<file path="config.mk">
export PLATFORM = sky130hd
export DESIGN_NAME = game_ctrl_flat
export DESIGN_NICKNAME = d
export VERILOG_FILES = /design/src/rtl/game_if.sv /design/src/rtl/game_ctrl.sv /design/src/flat_wrapper.sv
export SDC_FILE = /design/constraint.sdc
export NUM_CORES = 1
export LEC_CHECK = 0
export CAP_MARGIN = 30
export CORE_UTILIZATION = 35
export DETAILED_ROUTE_END_ITERATION = 7
export PLACE_DENSITY = 0.59
export SLEW_MARGIN = 10
export SYNTH_ARGS = -nofsm -noshare
export SYNTH_HDL_FRONTEND = slang
export SYNTH_SLANG_ARGS = --single-unit
export TNS_END_PERCENT = 30
</file>
<file path="constraint.sdc">
create_clock -name clk -period 5.8 [get_ports clk]
set_clock_uncertainty 0.15 [all_clocks]
set_input_delay 1.16 -clock clk [delete_from_list [all_inputs] [get_ports clk]]
set_output_delay 1.16 -clock clk [all_outputs]
set_load 0.05 [all_outputs]
</file>
<file path="src/rtl/game_if.sv">
// game_if: bundle of game controller player/display signals.
interface game_if;
    logic start;
    logic [3:0] KEY;
    logic player_input;
    logic check;
    logic [17:0] seq;
    logic [5:0] seq_counter;
    logic playerEN;
    logic checkEN;
    logic show_en;
    logic [1:0] show_tile;
    logic [3:0] score;
    logic win;
    logic lose;
    modport master (
        input start, KEY, player_input, check,
        output seq, seq_counter, playerEN, checkEN, show_en, show_tile, score, win, lose
    );
    modport slave (
        output start, KEY, player_input, check,
        input seq, seq_counter, playerEN, checkEN, show_en, show_tile, score, win, lose
    );
endinterface

</file>
<file path="src/rtl/game_ctrl.sv">
// game_ctrl: memory-sequence game controller (playback, input capture, judging).
// Define GAME_TIMEOUT_EN to make WAIT_IN lose after TIMEOUT_TICKS idle cycles.
module game_ctrl #(
    parameter int SHOW_TICKS = 25000000,
    parameter int GAP_TICKS = 12500000,
    parameter int TIMEOUT_TICKS = 250000000
) (
    input logic clk,
    input logic reset,
    game_if.master g
);
    localparam logic [3:0] IDLE = 4'd0, LOAD = 4'd1, SHOW_ON = 4'd2, SHOW_OFF = 4'd3,
                           WAIT_IN = 4'd4, CHECK = 4'd5, JUDGE = 4'd6, RELEASE = 4'd7,
                           WIN = 4'd8, LOSE = 4'd9;
    localparam logic [17:0] SEED = 18'h2A5F3;
    logic [3:0] state, nxt, target, round;
    logic [31:0] tick;
    logic [17:0] lfsr;
    logic [1:0] tile;
    logic last, show_done, gap_done;
    assign last = g.seq_counter == 6'(round) - 6'd1;
    assign show_done = tick == 32'(SHOW_TICKS - 1);
    assign gap_done = tick == 32'(GAP_TICKS - 1);
    // tile k lives in seq[2k+1:2k] with seq[2k] as its MSB
    assign tile = 2'(g.seq >> {g.seq_counter, 1'b0});
    assign g.playerEN = state == WAIT_IN;
    assign g.checkEN = state == CHECK;
    assign g.show_en = state == SHOW_ON;
    assign g.show_tile = (state == SHOW_ON) ? {tile[0], tile[1]} : 2'b00;
    assign g.win = state == WIN;
    assign g.lose = state == LOSE;
    always_comb begin
        nxt = state;
        case (state)
            IDLE, WIN, LOSE: nxt = g.start ? LOAD : state;
            LOAD: nxt = SHOW_ON;
            SHOW_ON: nxt = show_done ? SHOW_OFF : state;
            SHOW_OFF: nxt = gap_done ? (last ? WAIT_IN : SHOW_ON) : state;
`ifdef GAME_TIMEOUT_EN
            WAIT_IN: nxt = g.player_input ? CHECK : (tick == 32'(TIMEOUT_TICKS - 1)) ? LOSE : state;
`else
            WAIT_IN: nxt = g.player_input ? CHECK : state;
`endif
            CHECK: nxt = JUDGE;
            JUDGE: nxt = !g.check ? LOSE : (last && round == 4'd9) ? WIN : RELEASE;
            RELEASE: nxt = (g.KEY == 4'hF) ? target : state;
            default: nxt = IDLE;
        endcase
    end
    always_ff @(posedge clk) begin
        if (reset) begin
            state <= IDLE;
            target <= IDLE;
            tick <= '0;
            lfsr <= SEED;
            round <= '0;
            g.seq <= '0;
            g.seq_counter <= '0;
            g.score <= '0;
        end else begin
            state <= nxt;
            tick <= (nxt != state) ? '0 : tick + 32'd1;
            lfsr <= {lfsr[16:0], lfsr[17] ^ lfsr[10]};
            case (state)
                LOAD: begin
                    g.seq <= lfsr;
                    round <= 4'd1;
                    g.score <= '0;
                    g.seq_counter <= '0;
                end
                SHOW_OFF: if (gap_done) g.seq_counter <= last ? '0 : g.seq_counter + 6'd1;
                JUDGE: if (g.check) begin
                    if (!last) begin
                        g.seq_counter <= g.seq_counter + 6'd1;
                        target <= WAIT_IN;
                    end else if (round != 4'd9) begin
                        g.score <= g.score + 4'd1;
                        round <= round + 4'd1;
                        g.seq_counter <= '0;
                        target <= SHOW_ON;
                    end else begin
                        g.score <= 4'd9;
                    end
                end
                default: ;
            endcase
        end
    end
endmodule

</file>
<file path="src/flat_wrapper.sv">
// flat-port wrapper written by rule: the top's interface ports become plain ports
module game_ctrl_flat 
#(
    parameter int SHOW_TICKS = 25000000,
    parameter int GAP_TICKS = 12500000,
    parameter int TIMEOUT_TICKS = 250000000
)
  (clk, reset, g_start, g_KEY, g_player_input, g_check, g_seq, g_seq_counter, g_playerEN, g_checkEN, g_show_en, g_show_tile, g_score, g_win, g_lose);
  game_if g_i ();
  input logic clk;
  input logic reset;
  input wire logic [$bits(g_i.start)-1:0] g_start;
  input wire logic [$bits(g_i.KEY)-1:0] g_KEY;
  input wire logic [$bits(g_i.player_input)-1:0] g_player_input;
  input wire logic [$bits(g_i.check)-1:0] g_check;
  output wire logic [$bits(g_i.seq)-1:0] g_seq;
  output wire logic [$bits(g_i.seq_counter)-1:0] g_seq_counter;
  output wire logic [$bits(g_i.playerEN)-1:0] g_playerEN;
  output wire logic [$bits(g_i.checkEN)-1:0] g_checkEN;
  output wire logic [$bits(g_i.show_en)-1:0] g_show_en;
  output wire logic [$bits(g_i.show_tile)-1:0] g_show_tile;
  output wire logic [$bits(g_i.score)-1:0] g_score;
  output wire logic [$bits(g_i.win)-1:0] g_win;
  output wire logic [$bits(g_i.lose)-1:0] g_lose;
  assign g_i.start = g_start;
  assign g_i.KEY = g_KEY;
  assign g_i.player_input = g_player_input;
  assign g_i.check = g_check;
  assign g_seq = g_i.seq;
  assign g_seq_counter = g_i.seq_counter;
  assign g_playerEN = g_i.playerEN;
  assign g_checkEN = g_i.checkEN;
  assign g_show_en = g_i.show_en;
  assign g_show_tile = g_i.show_tile;
  assign g_score = g_i.score;
  assign g_win = g_i.win;
  assign g_lose = g_i.lose;
  game_ctrl #(.SHOW_TICKS(SHOW_TICKS), .GAP_TICKS(GAP_TICKS), .TIMEOUT_TICKS(TIMEOUT_TICKS)) u_core (.clk(clk), .reset(reset), .g(g_i));
endmodule
</file>
== Yosys cells after proc, flatten, opt, wreduce, memory -nomap -nowiden ==
Cells that the tools add are included.

* Word-level logic and storage cells: 73
* Input bits: 9
* Bits in registers: 90

* Bitwise logic cells: 1
* Reduce and logical (&&, ||, !) cells: 10
* $add $sub $neg: 5
* Shift operators: 1
* Muxes and demuxes: 26
* Equality and inequality tests: 22

{| class="wikitable"
|+ Operator list
! kind !! number
|-
| 4-bit 2-to-1 mux || 15
|-
| 32-bit by 1-bit adder with 32-bit output (second input constant) || 1
|-
| 32-bit by 24-bit equality test with 1-bit output (second input constant) || 1
|-
| 32-bit by 25-bit equality test with 1-bit output (second input constant) || 1
|-
| 4-bit one-hot mux with 8 select lines || 1
|-
| 6-bit 2-to-1 mux || 5
|-
| 6-bit one-hot mux with 3 select lines || 1
|-
| 18-bit by 7-bit >> shifter with 2-bit output || 1
|-
| 4-bit by 3-bit equality test with 1-bit output (second input constant) || 4
|-
| 4-bit equality test (second input constant) || 4
|-
| 4-bit one-hot mux with 2 select lines || 2
|-
| 4-bit by 1-bit adder with 4-bit output (second input constant) || 2
|-
| 4-bit by 2-bit equality test with 1-bit output (second input constant) || 2
|-
| 4-bit AND reduction || 2
|-
| 6-bit by 1-bit adder with 6-bit output (second input constant) || 1
|-
| 6-bit equality test || 1
|-
| 2-bit by 1-bit inequality test with 1-bit output (second input constant) || 3
|-
| 3-bit AND reduction || 2
|-
| 4-bit by 1-bit subtractor with 5-bit output (second input constant) || 1
|-
| 4-bit by 1-bit equality test with 1-bit output (second input constant) || 1
|-
| 4-bit logical NOT || 1
|-
| 2-bit inequality test (second input constant) || 2
|-
| 4-bit inequality test || 1
|-
| 4-bit inequality test (second input constant) || 1
|-
| other kinds (9) || 9
|}

== Longest topological paths before layout ==
* Depth after elaboration: 8
* Gate-level depth with buffers: 9
* Mapped depth without buffers: 8

== Least setup slack after synthesis ==
OpenSTA, ideal clock, no wires.

* Kind: register to output
* Start point: reg u_core.state[3]
* End point: out g_show_tile[0]
* Stages on the path, launching flop included: 5
* Path slack: 1306 ps
* Arrival: 3184 ps
* Buffers on the path: 1
* Required time: 4490 ps
* Path through: dfxtp_1 clkbuf_1 nor4b_1 nand2_1 nor2_1

* Word-level cells in the longest chain between the ends: 2

{| class="wikitable"
|+ RTL lines
! what !! line !! text
|-
| start, declared || game_ctrl.sv:16 || <nowiki>logic [3:0] state, nxt, target, round;</nowiki>
|-
| start signal, assigned || game_ctrl.sv:61 || <nowiki>state <= nxt;</nowiki>
|-
| 4-bit by 2-bit equality test with 1-bit output || -- ||
|-
| via g_show_en || flat_wrapper.sv:20 || <nowiki>output wire logic [$bits(g_i.show_en)-1:0] g_show_en;</nowiki>
|-
| 2-bit 2-to-1 mux || game_ctrl.sv:29 || <nowiki>assign g.show_tile = (state == SHOW_ON) ? {tile[0], tile[1]} : 2'b00;</nowiki>
|-
| end, declared || flat_wrapper.sv:21 || <nowiki>output wire logic [$bits(g_i.show_tile)-1:0] g_show_tile;</nowiki>
|}

The timed path passes the listed nets, and every way through them passes these cells.

== Worst setup path after layout ==
* Start point: reg u_core.g.seq_counter[0]
* End point: out g_show_tile[0]

* Word-level cells in the longest chain between the ends: 2

{| class="wikitable"
|+ RTL lines
! what !! line !! text
|-
| start, declared || game_if.sv:18 || <nowiki>output seq, seq_counter, playerEN, checkEN, show_en, show_tile, score, win, lose</nowiki>
|-
| start signal, assigned || game_ctrl.sv:71 || <nowiki>SHOW_OFF: if (gap_done) g.seq_counter <= last ? '0 : g.seq_counter + 6'd1;</nowiki>
|-
| start signal, assigned || game_ctrl.sv:74 || <nowiki>g.seq_counter <= g.seq_counter + 6'd1;</nowiki>
|-
| 18-bit by 7-bit >> shifter with 2-bit output || game_ctrl.sv:25 || <nowiki>assign tile = 2'(g.seq >> {g.seq_counter, 1'b0});</nowiki>
|-
| 2-bit 2-to-1 mux || game_ctrl.sv:29 ||
|}

Every way passes these cells.

==> summary.json <==
{
  "pwr": {
    "switching_share": 0.283,
    "internal_power_mw": 0.990,
    "netSwitchingPower_mw": 0.391,
    "power.static_leakage_nw": 1.66,
    "clockPowerShare": 0.425,
    "pwr-share-seq": 0.468,
    "vdd_drop_max_mv": 0.241,
    "power_mw": 1.38,
    "power.density_nw_per_um2": 280,
    "comb_power_share": 0.108
  },
  "detailed_routing": {
    "vias": 3329,
    "wire_per_inst_um": 13.8,
    "route.detailed.vias_per_inst": 5.11,
    "dr.pass1.iters": 4,
    "drt_iter0_drc": 130,
    "drc_errors": 0,
    "routed_wirelength_mm": 9.02,
    "ant_nets": 0
  },
  "setup_path": {
    "endpoint_type_of_the_worst_setup_path": "output pin",
    "required_ns": 4.49,
    "reg2reg_from": "u_core.round[0]",
    "critPathMaxStageDelay_ns": 0.69,
    "critPathMostFrequentCell": "sky130_fd_sc_hd__nor2_1",
    "path_class": "reg -> out",
    "slowest_stage": "sky130_fd_sc_hd__clkdlybuf4s50_1",
    "setup.worst_path.start": "u_core.g.seq_counter[0]",
    "cp-start-kind": "flop",
    "critPathMaxFanout": 11,
    "reg2reg_setup_slack_ns": 2.72,
    "setup.worst_path.end": "g_show_tile[0]",
    "r2r_end": "u_core.g.score[2]",
    "worst-r2r-cell-count": 8,
    "cp_cell_sequence": "mux4_2 > mux2i_1 > nor2_1 > a21oi_1 > nor2_1 > clkdlybuf4s50_1",
    "timing.critical_path.arrival_ns": 2.61
  },
  "clocking": {
    "clock_insertion_delay_worst_skew_ns": 0.35,
    "cts_buffers": 9,
    "clock_tree.root_cell": "sky130_fd_sc_hd__clkbuf_16",
    "max-clock-path-buffers": 2,
    "cts_hold_buffers": 0,
    "postCtsSetupRepairBufs": 0,
    "cts_tree": "done",
    "tritoncts_num_sinks": 88,
    "cts.clk_slew.worst_paths_ns": 0.07,
    "postCtsResizedCells": 0,
    "ctsHtreeMaxLevel": 3
  },
  "floorplanning": {
    "design.portCount": 44,
    "placeableCoreArea_um2": 11100,
    "initial_utilization": 0.367,
    "floorplan.die.height_um": 110,
    "die_area_um2": 12100,
    "die_w_um": 110,
    "number_of_placement_rows": 38
  },
  "yosys": {
    "post_synth_instance_area_um2": 4070,
    "synth.avg_cell_area_um2": 8.63,
    "synth_warnings": 0,
    "fraction_of_the_yosys_area_taken_by_sequential_cells": 0.433,
    "synthDominantAreaCellType": "sky130_fd_sc_hd__dfxtp_1",
    "synth.lib_cells_used.distinct": 55,
    "ys.flop_type": "sky130_fd_sc_hd__dfxtp_1",
    "synth_top_cell_area_share": 0.433,
    "synth_seq_cells": 88,
    "gate_count_after_technology_mapping": 471,
    "synthArstFlopShare": 0,
    "synth_edf_count": 0,
    "syn_nets": 486,
    "synth_top_cells_by_area": "sky130_fd_sc_hd__dfxtp_1, sky130_fd_sc_hd__nand2_1, sky130_fd_sc_hd__nor2_1"
  },
  "final_layout": {
    "design_area_um2": 4940,
    "drive_above_1_share": 0.0959,
    "antenna_cells_inserted": 0,
    "layout_common_cells": "sky130_fd_sc_hd__dfxtp_1, sky130_fd_sc_hd__nand2_1, sky130_fd_sc_hd__nor2_1",
    "fill_cells": 1084,
    "final_core_utilization": 0.446,
    "nets": 521,
    "final_cells": 651,
    "layout_commonest_cell": "sky130_fd_sc_hd__dfxtp_1",
    "layout-area-overhead-vs-synth_pct": 21.4
  },
  "global_routing": {
    "grt-ovfl-total": 0,
    "grtUsageTotal": 0.160,
    "grt_pass1_vias": 3089,
    "global_route_wire_length_before_repair_mm": 14.9,
    "grt_start_max_net_pins": 57,
    "grt_antenna_before_repair": 0
  },
  "sta": {
    "setup_viol": 0,
    "timing.final.hold_violations": 0,
    "holdWs_ns": 0.299,
    "max_freq_mhz": 255,
    "setup_tns_ns": 0,
    "unrepaired_setup_endpoints_after_global_routing": "no",
    "tcrit_tclk_final": 0.676,
    "final_critical_path_setup_slack_ns": 1.88,
    "timing_worst_slew_pin_value_ns": 0.859,
    "fin_crit_ns": 3.92,
    "number_of_slew_limit_violations_in_the_final_report": 0,
    "max_slew_margin": 0.422
  },
  "placement": {
    "place_hpwl_mm": 6.19,
    "io_buffer_count": 43,
    "dpl.cell_count": 634,
    "placed_cell_area_um2": 4620,
    "place.gp.congestion": 0.769,
    "pre_cts_slack_ns": 2.20
  },
  "job": {
    "cap_violations": 0
  },
  "run_status": {
    "outcome": "finished clean"
  },
  "hold_path": {
    "min-delay-path-class": "reg -> reg"
  }
}
power groups by stage:
stage / clock [mW] / combinational [mW] / sequential (mW)
4_1_cts: 0.601 / 0.148 / 0.646
6_report: 0.587 / 0.149 / 0.646
3_5_place_dp: 0 / 0.148 / 0.660
3_3_place_gp: 0 / 0.143 / 0.660
2_1_floorplan: 0 / 0.0766 / 0.682
5_1_grt: 0.631 / 0.162 / 0.649
flip-flops by register name (all words and copies together) (netlist names):
signal	count
u_core.g.seq_counter	6
u_core.g.seq	18
u_core.state	4
u_core.lfsr	18
u_core.target	2
u_core.tick	32
u_core.round	4
u_core.g.score	4
layout make-up:
cell class	count	area [um2]	share of cell area
Tap cell	140	175	0.0355
Multi-Input combinational cell	349	2180	0.441
Clock buffer	9	225	0.0456
Inverter	9	33.8	0.00684
Sequential cell	88	1760	0.357
Timing Repair Buffer	49	485	0.0983
Clock inverter	7	78.8	0.0160
critical path, delay by kind of cell, from the launching register on:
family,cells,cell delay [ns]
and+or+nand+nor,2,0.10
AOI/OAI and AO/OA,1,0.13
buffers and inverters,1,0.69
muxes,2,0.72
DFF,1,0.61
layer usage:
layer / GRT usage / vias up / share of wire
met5: 0 / - / 0
met4: 0.0486 / 0 / 0.016
li1: - / 1708 / -
met3: 0.0462 / 9 / 0.033
met1: 0.208 / 1563 / 0.50
met2: 0.256 / 49 / 0.45
worst min path at each step:
stage / start / end / slack [ns] / depth (start not counted)
floorplan: u_core.lfsr[9] / u_core.lfsr[10] / 0.27 / 1
finish: u_core.lfsr[16] / u_core.lfsr[17] / 0.30 / 1
global route: u_core.lfsr[5] / u_core.lfsr[6] / 0.32 / 1
CTS: u_core.lfsr[16] / u_core.lfsr[17] / 0.30 / 1
detailed placement: u_core.lfsr[9] / u_core.lfsr[10] / 0.28 / 1
global placement: u_core.lfsr[7] / u_core.lfsr[8] / 0.27 / 1
logic make-up after synthesis:
family | Yosys count | synth area share
buf+inv | 34 | 0.0342
compound gates | 68 | 0.104
fa+ha+maj | 6 | 0.0185
xor+xnor | 37 | 0.0797
simple gates | 230 | 0.298
flops | 88 | 0.433
mux | 8 | 0.0320
cells in the mapped netlist, types with 4 or more instances:
master                     instances
sky130_fd_sc_hd__clkbuf_1         18
sky130_fd_sc_hd__dfxtp_1          88
sky130_fd_sc_hd__ha_1              6
sky130_fd_sc_hd__o211ai_1          6
sky130_fd_sc_hd__a21oi_1          32
sky130_fd_sc_hd__nor2_1           58
sky130_fd_sc_hd__nor3b_1           5
sky130_fd_sc_hd__nor3_1            9
sky130_fd_sc_hd__xnor2_1          17
sky130_fd_sc_hd__mux2i_1           4
sky130_fd_sc_hd__or3_1             6
sky130_fd_sc_hd__mux4_2            4
sky130_fd_sc_hd__and3_1            5
sky130_fd_sc_hd__o21ai_0           8
sky130_fd_sc_hd__nand3_1          17
sky130_fd_sc_hd__nor2b_1          11
sky130_fd_sc_hd__nand4_1           9
sky130_fd_sc_hd__nor4b_1           4
sky130_fd_sc_hd__or2_2            12
sky130_fd_sc_hd__inv_1             9
sky130_fd_sc_hd__nor4_1            5
sky130_fd_sc_hd__xor2_1           20
sky130_fd_sc_hd__buf_2             6
sky130_fd_sc_hd__a32o_1            4
sky130_fd_sc_hd__nand2_1          61
Note: power is estimated with default switching activity, not from simulation.
